==> src/rtl/cook_timer_pkg.sv <==
// Shared types and constants for the cook timer: FSM state encoding, time width,
// button increments and the saturating time adder.
package cook_timer_pkg;

  localparam int unsigned SEC_W     = 13;
  localparam int unsigned ADD_W     = 7;
  localparam int unsigned ADD_SHORT = 10;
  localparam int unsigned ADD_LONG  = 60;

  typedef enum logic [2:0] {
    ST_IDLE   = 3'd0,
    ST_SET    = 3'd1,
    ST_RUN    = 3'd2,
    ST_PAUSED = 3'd3,
    ST_DONE   = 3'd4
  } state_t;

  // Adds a button increment to a time value, clamping at limit instead of wrapping.
  function automatic logic [SEC_W-1:0] sat_add(
    input logic [SEC_W-1:0] base,
    input logic [ADD_W-1:0] add,
    input logic [SEC_W-1:0] limit
  );
    logic [SEC_W:0]   sum;
    logic [SEC_W-1:0] res;
    sum = {1'b0, base} + (SEC_W+1)'(add);
    if (sum > {1'b0, limit}) begin
      res = limit;
    end else begin
      res = sum[SEC_W-1:0];
    end
    return res;
  endfunction

endpackage

==> src/rtl/sec_tick.sv <==
// One-second prescaler: counts while enabled, holds its phase while paused,
// and returns to zero otherwise.
module sec_tick #(
  parameter int unsigned CLK_HZ = 1000
) (
  input  logic clk,
  input  logic rst,
  input  logic en,
  input  logic hold,
  output logic tick
);

  localparam int unsigned CNT_W = (CLK_HZ > 1) ? $clog2(CLK_HZ) : 1;
  localparam logic [CNT_W-1:0] LAST = CNT_W'(CLK_HZ - 1);

  logic [CNT_W-1:0] r_cnt;

  always_ff @(posedge clk) begin
    if (rst) begin
      r_cnt <= '0;
    end else if (en) begin
      r_cnt <= (r_cnt == LAST) ? '0 : r_cnt + CNT_W'(1);
    end else if (hold) begin
      r_cnt <= r_cnt;
    end else begin
      r_cnt <= '0;
    end
  end

  always_comb begin
    tick = en && (r_cnt == LAST);
  end

endmodule

==> src/rtl/cook_timer.sv <==
// Microwave cook timer: button-set countdown that runs while heat is on and pulses finish.
// Define COOK_TIMER_ADD_WHILE_RUN_EN to accept presses while running or paused.
module cook_timer
  import cook_timer_pkg::*;
#(
  parameter int unsigned CLK_HZ  = 1000,
  parameter int unsigned MAX_SEC = 5999
) (
  input  logic             clk,
  input  logic             rst,
  input  logic             add_10s,
  input  logic             add_60s,
  input  logic             clear,
  input  logic             heat,
  output logic             finish,
  output logic [SEC_W-1:0] remaining,
  output logic             running,
  output logic             time_set
);

  localparam logic [SEC_W-1:0] SAT_LIM = SEC_W'(MAX_SEC);

  state_t           r_state;
  state_t           w_state_nxt;
  logic             r_prev_10;
  logic             r_prev_60;
  logic [SEC_W-1:0] r_remaining;

  logic             w_edge_10;
  logic             w_edge_60;
  logic [ADD_W-1:0] w_add;
  logic             w_accept;
  logic             w_press;
  logic             w_tick;
  logic             w_tick_en;
  logic             w_tick_hold;
  logic [SEC_W-1:0] w_rem_base;
  logic [SEC_W-1:0] w_rem_nxt;

  // Button history for rising-edge detection
  always_ff @(posedge clk) begin
    if (rst) begin
      r_prev_10 <= 1'b0;
      r_prev_60 <= 1'b0;
    end else begin
      r_prev_10 <= add_10s;
      r_prev_60 <= add_60s;
    end
  end

  always_comb begin
    w_edge_10 = add_10s && !r_prev_10;
    w_edge_60 = add_60s && !r_prev_60;
    w_add     = (w_edge_10 ? ADD_W'(ADD_SHORT) : '0)
              + (w_edge_60 ? ADD_W'(ADD_LONG)  : '0);
  end

  always_comb begin
    w_accept = (r_state == ST_IDLE) || (r_state == ST_SET);
`ifdef COOK_TIMER_ADD_WHILE_RUN_EN
    w_accept = w_accept || (r_state == ST_RUN) || (r_state == ST_PAUSED);
`endif
    w_press  = w_accept && (w_edge_10 || w_edge_60);
  end

  // Clear suppresses the tick and drops the prescaler back to zero
  always_comb begin
    w_tick_en   = (r_state == ST_RUN)    && !clear;
    w_tick_hold = (r_state == ST_PAUSED) && !clear;
  end

  sec_tick #(
    .CLK_HZ (CLK_HZ)
  ) u_sec_tick (
    .clk  (clk),
    .rst  (rst),
    .en   (w_tick_en),
    .hold (w_tick_hold),
    .tick (w_tick)
  );

  // A tick and a press in the same cycle combine as remaining-1+add
  always_comb begin
    w_rem_base = w_tick ? (r_remaining - SEC_W'(1)) : r_remaining;
    w_rem_nxt  = w_press ? sat_add(w_rem_base, w_add, SAT_LIM) : w_rem_base;
  end

  always_ff @(posedge clk) begin
    if (rst) begin
      r_remaining <= '0;
    end else if (clear) begin
      r_remaining <= '0;
    end else begin
      r_remaining <= w_rem_nxt;
    end
  end

  always_ff @(posedge clk) begin
    if (rst) begin
      r_state <= ST_IDLE;
    end else begin
      r_state <= w_state_nxt;
    end
  end

  always_comb begin
    w_state_nxt = r_state;
    unique case (r_state)
      ST_IDLE: begin
        if (w_press) begin
          w_state_nxt = ST_SET;
        end else if (heat) begin
          w_state_nxt = ST_DONE;
        end
      end
      ST_SET: begin
        if (heat) begin
          w_state_nxt = ST_RUN;
        end
      end
      ST_RUN: begin
        // A press landing on the final tick keeps the timer alive
        if (w_tick && (r_remaining == SEC_W'(1)) && !w_press) begin
          w_state_nxt = ST_DONE;
        end else if (!heat) begin
          w_state_nxt = ST_PAUSED;
        end
      end
      ST_PAUSED: begin
        if (heat) begin
          w_state_nxt = ST_RUN;
        end
      end
      ST_DONE: begin
        w_state_nxt = ST_IDLE;
      end
      default: begin
        w_state_nxt = ST_IDLE;
      end
    endcase
    if (clear) begin
      w_state_nxt = ST_IDLE;
    end
  end

  always_comb begin
    finish    = 1'b0;
    running   = 1'b0;
    time_set  = 1'b0;
    remaining = r_remaining;
    finish    = (r_state == ST_DONE);
    running   = (r_state == ST_RUN);
    time_set  = (r_remaining != '0);
  end

endmodule

==> config.mk <==
export PLATFORM = sky130hd
export DESIGN_NAME = cook_timer
export DESIGN_NICKNAME = d
export VERILOG_FILES = /design/src/rtl/cook_timer_pkg.sv /design/src/rtl/sec_tick.sv /design/src/rtl/cook_timer.sv
export SDC_FILE = /design/constraint.sdc
export NUM_CORES = 1
export LEC_CHECK = 0
export ABC_AREA = 1
export CORE_UTILIZATION = 50
export DETAILED_ROUTE_END_ITERATION = 8
export PLACE_DENSITY = 0.81
export SLEW_MARGIN = 20
export SYNTH_ARGS = -nofsm -noshare
export SYNTH_HDL_FRONTEND = slang
export SYNTH_SLANG_ARGS = --single-unit
export TNS_END_PERCENT = 10
==> constraint.sdc <==
create_clock -name clk -period 4.09 [get_ports clk]
set_input_delay 0.6135 -clock clk [delete_from_list [all_inputs] [get_ports clk]]
set_output_delay 0.6135 -clock clk [all_outputs]
set_load 0.005 [all_outputs]
==> reports/metrics.csv, run 1 <==
metric,value,unit
status,"complete, no violations",
p_leak,1.24,nW
crit_arrival,4040,ps
slowest_delay,470,ps
start_kind,input pin,
gp_congestion,0.876,
ctsHoldBuffers,0,
path_class,in -> reg,
yosys.cell_types.count,38,
core_area,4350,sq um
clock_latency,280,ps
drv_cap,0,
final_cell_mix,"nand2_1, nor2_1, inv_1",
worst_pin_slew,544,ps
r2r_start,u_sec_tick.r_cnt[1]$_SDFFE_PP0P_,
slowest_stage,clkdlybuf4s50_1,
required,4300,ps
vias,2280,
skew,9.80,ps
drt_iter0_drc,172,
grt_overflow,0,
rows,24,
antenna_found_initial,0,
fin_nets,408,
wl,5.37,mm
drc,0,
synth_area,2260,sq um
postRouteAntennaNets,0,
post-route-min-period,3830,ps
ys.flop_type,dfxtp_1,
yosys.area.top_type_share,24.8,%
cts_buffers,3,
reg2reg_slack,370,ps
timing.setup.tns,0,ps
crit_start,clear,
yosysWarningCount,0,
port_buffers,21,
placed_cells,432,
post_drt_via_cell_ratio,5.22,
wl_per_cell,12.3,um
period_share,93.6,%
crit_chain,clkdlybuf4s50_1 > nor2_4 > nand4_1 > nor2_2 > xor2_2 > inv_1 > ha_1 > ha_1 > inv_1 > fa_2 > o21ai_2 > nand2_1 > nand2_1 > nand3_2 > nor2_4 > nand4_1 > xor2_1 > nand2_4 > nand2_4 > nand2_4 > a21oi_2,
postSynth.asyncResetShare,0,%
crit_fanout,6,
drv_slew,0,
clockBufferDepth,2,
synth-seq-area-share,24.8,%
dr.pass1.iters,6,
first_global_vias,2181,
final_common_cell,nand2_1,
design_area,2710,sq um
dieArea,4790,sq um
p_per_area,258,nW/um^2
die_w,69.2,um
hp-class,reg -> reg,
dp.final_hpwl,4.22,mm
fillerInstances,402,
hold_viol,0,
drive_gt1_share,13.5,%
numClockSinks,28,
hp-start,u_sec_tick.r_cnt[0]$_SDFFE_PP0P_,
ir_drop,0.000142,V
cts_max_level,1,
yosys-top-cells-area,"dfxtp_1, nand2_1, nor2_1, inv_1, ha_1",
holdWs,468,ps
fp.dieH,69.2,um
ys_ff_latch,28,
clk_transition_reported_paths,100,ps
hold_depth,1,
num_antenna_cells,0,
synthToLayoutAreaGrowth,20.1,%
setup_viol,0,
track_usage,23.0,%
synth_edf_count,0,
maxSlewHeadroom,63.7,%
total_power,0.699,mW
postLayoutSetupSlackWorst,260,ps
syn_area_per_cell,6.43,sq um
instances_no_fill,437,
worst_setup_path_end_kind,flip-flop,
ios,22,
cpMostUsedCell,nand2_4,
grt_setup_unrepaired,no,
grt_pass1_wl,9.23,mm
timing.rr.end,remaining[3]$_SDFF_PP0_,
hold_end,u_sec_tick.r_cnt[0]$_SDFFE_PP0P_,
yosys.area.top_type,dfxtp_1,
cts-root-buf,clkbuf_8,
worst_r2r_path_depth,21,
place_ws,-138,ps
grt_max_degree,16,
fmaxAchievable,261,MHz
cts_tree,built,
start_util,51.8,%
fin_util,62.2,%
syn_inst,351,
syn_nets,373,
placed_cell_area,2600,sq um
## logic make-up (layout without fill, tap and decap cells)
kind of cell | count (synthesis) | in the layout | synth area share (%)
multiplexers | 1 | 1 | 0.443
buffers and inverters | 58 | 92 | 10.0
AO/OA/AOI/OAI | 50 | 50 | 14.2
adder cells (fa/ha/maj) | 16 | 16 | 9.53
XOR/XNOR | 11 | 11 | 4.27
AND/OR/NAND/NOR | 187 | 187 | 36.6
flip-flops | 28 | 28 | 24.8
## where the power goes
| group | switching (mW) | internal (mW) |
|---|---|---|
| sequential | 0.0138 | 0.284 |
| clock | 0.0876 | 0.0862 |
| combinational | 0.135 | 0.0923 |
| total | 0.237 | 0.463 |
## critical path: cells and delay by family
family / cells / cell delay, ps
simple gates: 11 / 1240
fa+ha+maj: 3 / 800
buf+inv: 3 / 610
xor+xnor: 2 / 470
compound gates: 2 / 300
## cell type report
class | count | area, sq um | area share (%)
clock buffer | 4 | 55.1 | 2.03
inverter | 53 | 199 | 7.34
multi-input combinational | 265 | 1510 | 55.9
sequential | 28 | 562 | 20.7
tap | 52 | 65.1 | 2.40
timing repair buffer | 35 | 315 | 11.6
## metal layers
| metal | share of wire [%] | GRT usage [%] | wire, um | vias up |
|---|---|---|---|---|
| met2 | 48 | 40.5 | 2600 | 37 |
| li1 | - | - | - | 1196 |
| met1 | 47 | 28.7 | 2530 | 1039 |
| met3 | 2.6 | 2.62 | 137 | 8 |
| met5 | 0 | 0 | 0 | - |
| met4 | 1.8 | 8.39 | 99 | 0 |
## sequential cells by signal, indices dropped and copies added, names as in the netlist
| name | count |
|---|---|
| r_prev_10 | 1 |
| r_state | 3 |
| remaining | 13 |
| u_sec_tick.r_cnt | 10 |
| r_prev_60 | 1 |
## synthesized netlist by cell type, types with 3 or more instances
cell	count
dfxtp_1	28
a21oi_1	16
inv_1	49
xnor2_1	3
nand4_1	5
xor2_1	8
nand3_1	21
a21oi_2	8
clkbuf_1	3
nand2_1	79
inv_2	4
nor2_1	59
nand2_4	3
nor3_1	8
o21ai_0	14
ha_1	14
## worst max-delay path by stage
stage	slack, ps	endpoint
2_1_floorplan	480	remaining[0]$_SDFF_PP0_
3_3_place_gp	-50	remaining[10]$_SDFF_PP0_
3_5_place_dp	-140	remaining[3]$_SDFF_PP0_
4_1_cts	90	remaining[3]$_SDFF_PP0_
5_1_grt	0.1	remaining[6]$_SDFF_PP0_
6_report	260	remaining[3]$_SDFF_PP0_
## timing repair
item / 4_1_cts / 5_1_grt
resized for setup: 0 / 11
buffers inserted: 0 / 1
endpoints found under the setup margin: 0 / 13
Power figures use the tool's default switching activity.
==> run 2: changes to the inputs <==
--- a/config.mk
+++ b/config.mk
@@ -8,7 +8,8 @@
 export ABC_AREA = 1
 export CORE_UTILIZATION = 50
 export DETAILED_ROUTE_END_ITERATION = 8
-export PLACE_DENSITY = 0.81
+export DONT_BUFFER_PORTS = 1
+export PLACE_DENSITY = 0.75
 export SLEW_MARGIN = 20
 export SYNTH_ARGS = -nofsm -noshare
 export SYNTH_HDL_FRONTEND = slang
==> reports/metrics.csv, run 2 (same netlist as run 1, synthesis figures left out) <==
metric,value,unit
clock_latency,290,ps
start_util,51.8,%
fin_nets,376,
clockBufferDepth,2,
port_buffers,0,
final_cell_mix,"nand2_1, nor2_1, inv_1",
maxSlewHeadroom,47.3,%
drv_slew,0,
drc,0,
gp_congestion,0.894,
ios,22,
ctsHoldBuffers,0,
rows,24,
clk_transition_reported_paths,110,ps
timing.rr.end,remaining[2]$_SDFF_PP0_,
dieArea,4790,sq um
slowest_delay,530,ps
cp.depth,21,
fp.dieH,69.2,um
drive_gt1_share,11.3,%
crit_fanout,6,
cp_num_buf_inv,2,
crit_chain,ha_2 > nand2_1 > inv_1 > nand3_1 > nor2_2 > nand2_1 > xor2_1 > fa_1 > inv_1 > fa_2 > o21ai_2 > nand2_1 > nand2_1 > nand3_1 > nor2_2 > nand4_1 > xor2_1 > nand2_4 > nand2_4 > nand2_4 > a21oi_2,
grt_setup_unrepaired,no,
track_usage,22.5,%
die_w,69.2,um
cts-root-buf,clkbuf_8,
grt_overflow,0,
fmaxAchievable,266,MHz
reg2reg_slack,330,ps
post-route-min-period,3760,ps
skew,14.7,ps
crit_arrival,3980,ps
p_per_area,296,nW/um^2
r2r_start,u_sec_tick.r_cnt[0]$_SDFFE_PP0P_,
final_common_cell,nand2_1,
num_antenna_cells,0,
core_area,4350,sq um
postLayoutSetupSlackWorst,326,ps
required,4310,ps
hold_viol,0,
drv_cap,0,
crit_path_end,remaining[2]$_SDFF_PP0_,
largest_reg_flops,13,
antenna_found_initial,0,
numClockSinks,28,
cts_tree,built,
crit_family,simple AND/OR/NAND/NOR gates,
cts_buffers,3,
ir_drop,0.000170,V
postRouteAntennaNets,0,
period_share,92.0,%
fillerInstances,426,
synthToLayoutAreaGrowth,6.87,%
hp-class,in -> reg,
setup_viol,0,
wl,5.17,mm
slowest_stage,fa_1,
start_kind,flip-flop,
worst_pin_slew,785,ps
fin_util,55.4,%
post_drt_via_cell_ratio,5.39,
crit_start,u_sec_tick.r_cnt[0]$_SDFFE_PP0P_,
cpMostUsedCell,nand2_1,
grt_pass1_wl,8.85,mm
worst_r2r_path_depth,21,
path_class,reg -> reg,
first_global_vias,2061,
total_power,0.715,mW
p_leak,1.10,nW
worst_setup_path_end_kind,flip-flop,
dr.pass1.iters,4,
timing.setup.tns,0,ps
status,"complete, no violations",
vias,2181,
dp.final_hpwl,4.16,mm
grt_max_degree,17,
drt_iter0_drc,202,
place_ws,114,ps
wl_per_cell,12.8,um
cts_max_level,1,
==> run 2: per-stage QoR <==
step	hold WS [ps]	std cells	cell area [sq um]
6_report	368	405	2410
5_1_grt	367	405	2410
4_1_cts	375	403	2370
3_5_place_dp	483	399	2300
3_3_place_gp	472	399	2300
2_1_floorplan	463	351	2260
==> run 2: cell type report <==
class	instances	area [sq um]	share of cell area (%)
inverter	53	199	8.25
timing repair buffer	3	22.5	0.934
sequential	28	563	23.3
multi-input combinational	265	1490	61.8
clock inverter	1	30.0	1.24
clock buffer	3	41.3	1.71
tap	52	65.1	2.70
==> run 2: routing by layer <==
layer | vias to the layer above | track usage (%) | routed length (um)
li1 | 1122 | - | -
met1 | 990 | 27.7 | 2350
met2 | 58 | 38.6 | 2500
met3 | 11 | 3.78 | 226
met4 | 0 | 9.52 | 102
met5 | - | 0 | 0
==> run 2: report_power, final <==
group / switching, mW / internal, mW
registers: 0.0155 / 0.284
logic: 0.127 / 0.0624
clock network: 0.0948 / 0.131
==> run 2: repair_timing <==
action                     in CTS  in global routing
buffers inserted                0                  2
resized for setup               0                  9
setup endpoints to repair       0                 13
==> run 2: worst min path at each step <==
stage,startpoint,slack (ps),cells past startpoint,to
after global placement,u_sec_tick.r_cnt[1]$_SDFFE_PP0P_,470,2,u_sec_tick.r_cnt[1]$_SDFFE_PP0P_
after detailed placement,u_sec_tick.r_cnt[1]$_SDFFE_PP0P_,480,2,u_sec_tick.r_cnt[1]$_SDFFE_PP0P_
after global routing,rst,370,1,r_prev_60$_SDFF_PP0_
final,rst,370,1,u_sec_tick.r_cnt[1]$_SDFFE_PP0P_
after CTS,rst,380,1,u_sec_tick.r_cnt[9]$_SDFFE_PP0P_
after floorplan,u_sec_tick.r_cnt[1]$_SDFFE_PP0P_,460,2,u_sec_tick.r_cnt[1]$_SDFFE_PP0P_
==> run 3: changes to the inputs <==
--- a/config.mk
+++ b/config.mk
@@ -8,8 +8,7 @@
 export ABC_AREA = 1
 export CORE_UTILIZATION = 50
 export DETAILED_ROUTE_END_ITERATION = 8
-export DONT_BUFFER_PORTS = 1
-export PLACE_DENSITY = 0.75
+export PLACE_DENSITY = 0.81
 export SLEW_MARGIN = 20
 export SYNTH_ARGS = -nofsm -noshare
 export SYNTH_HDL_FRONTEND = slang
==> results of run 3 <==
No change in the layout: final DEF, timing and power equal those of run 1.
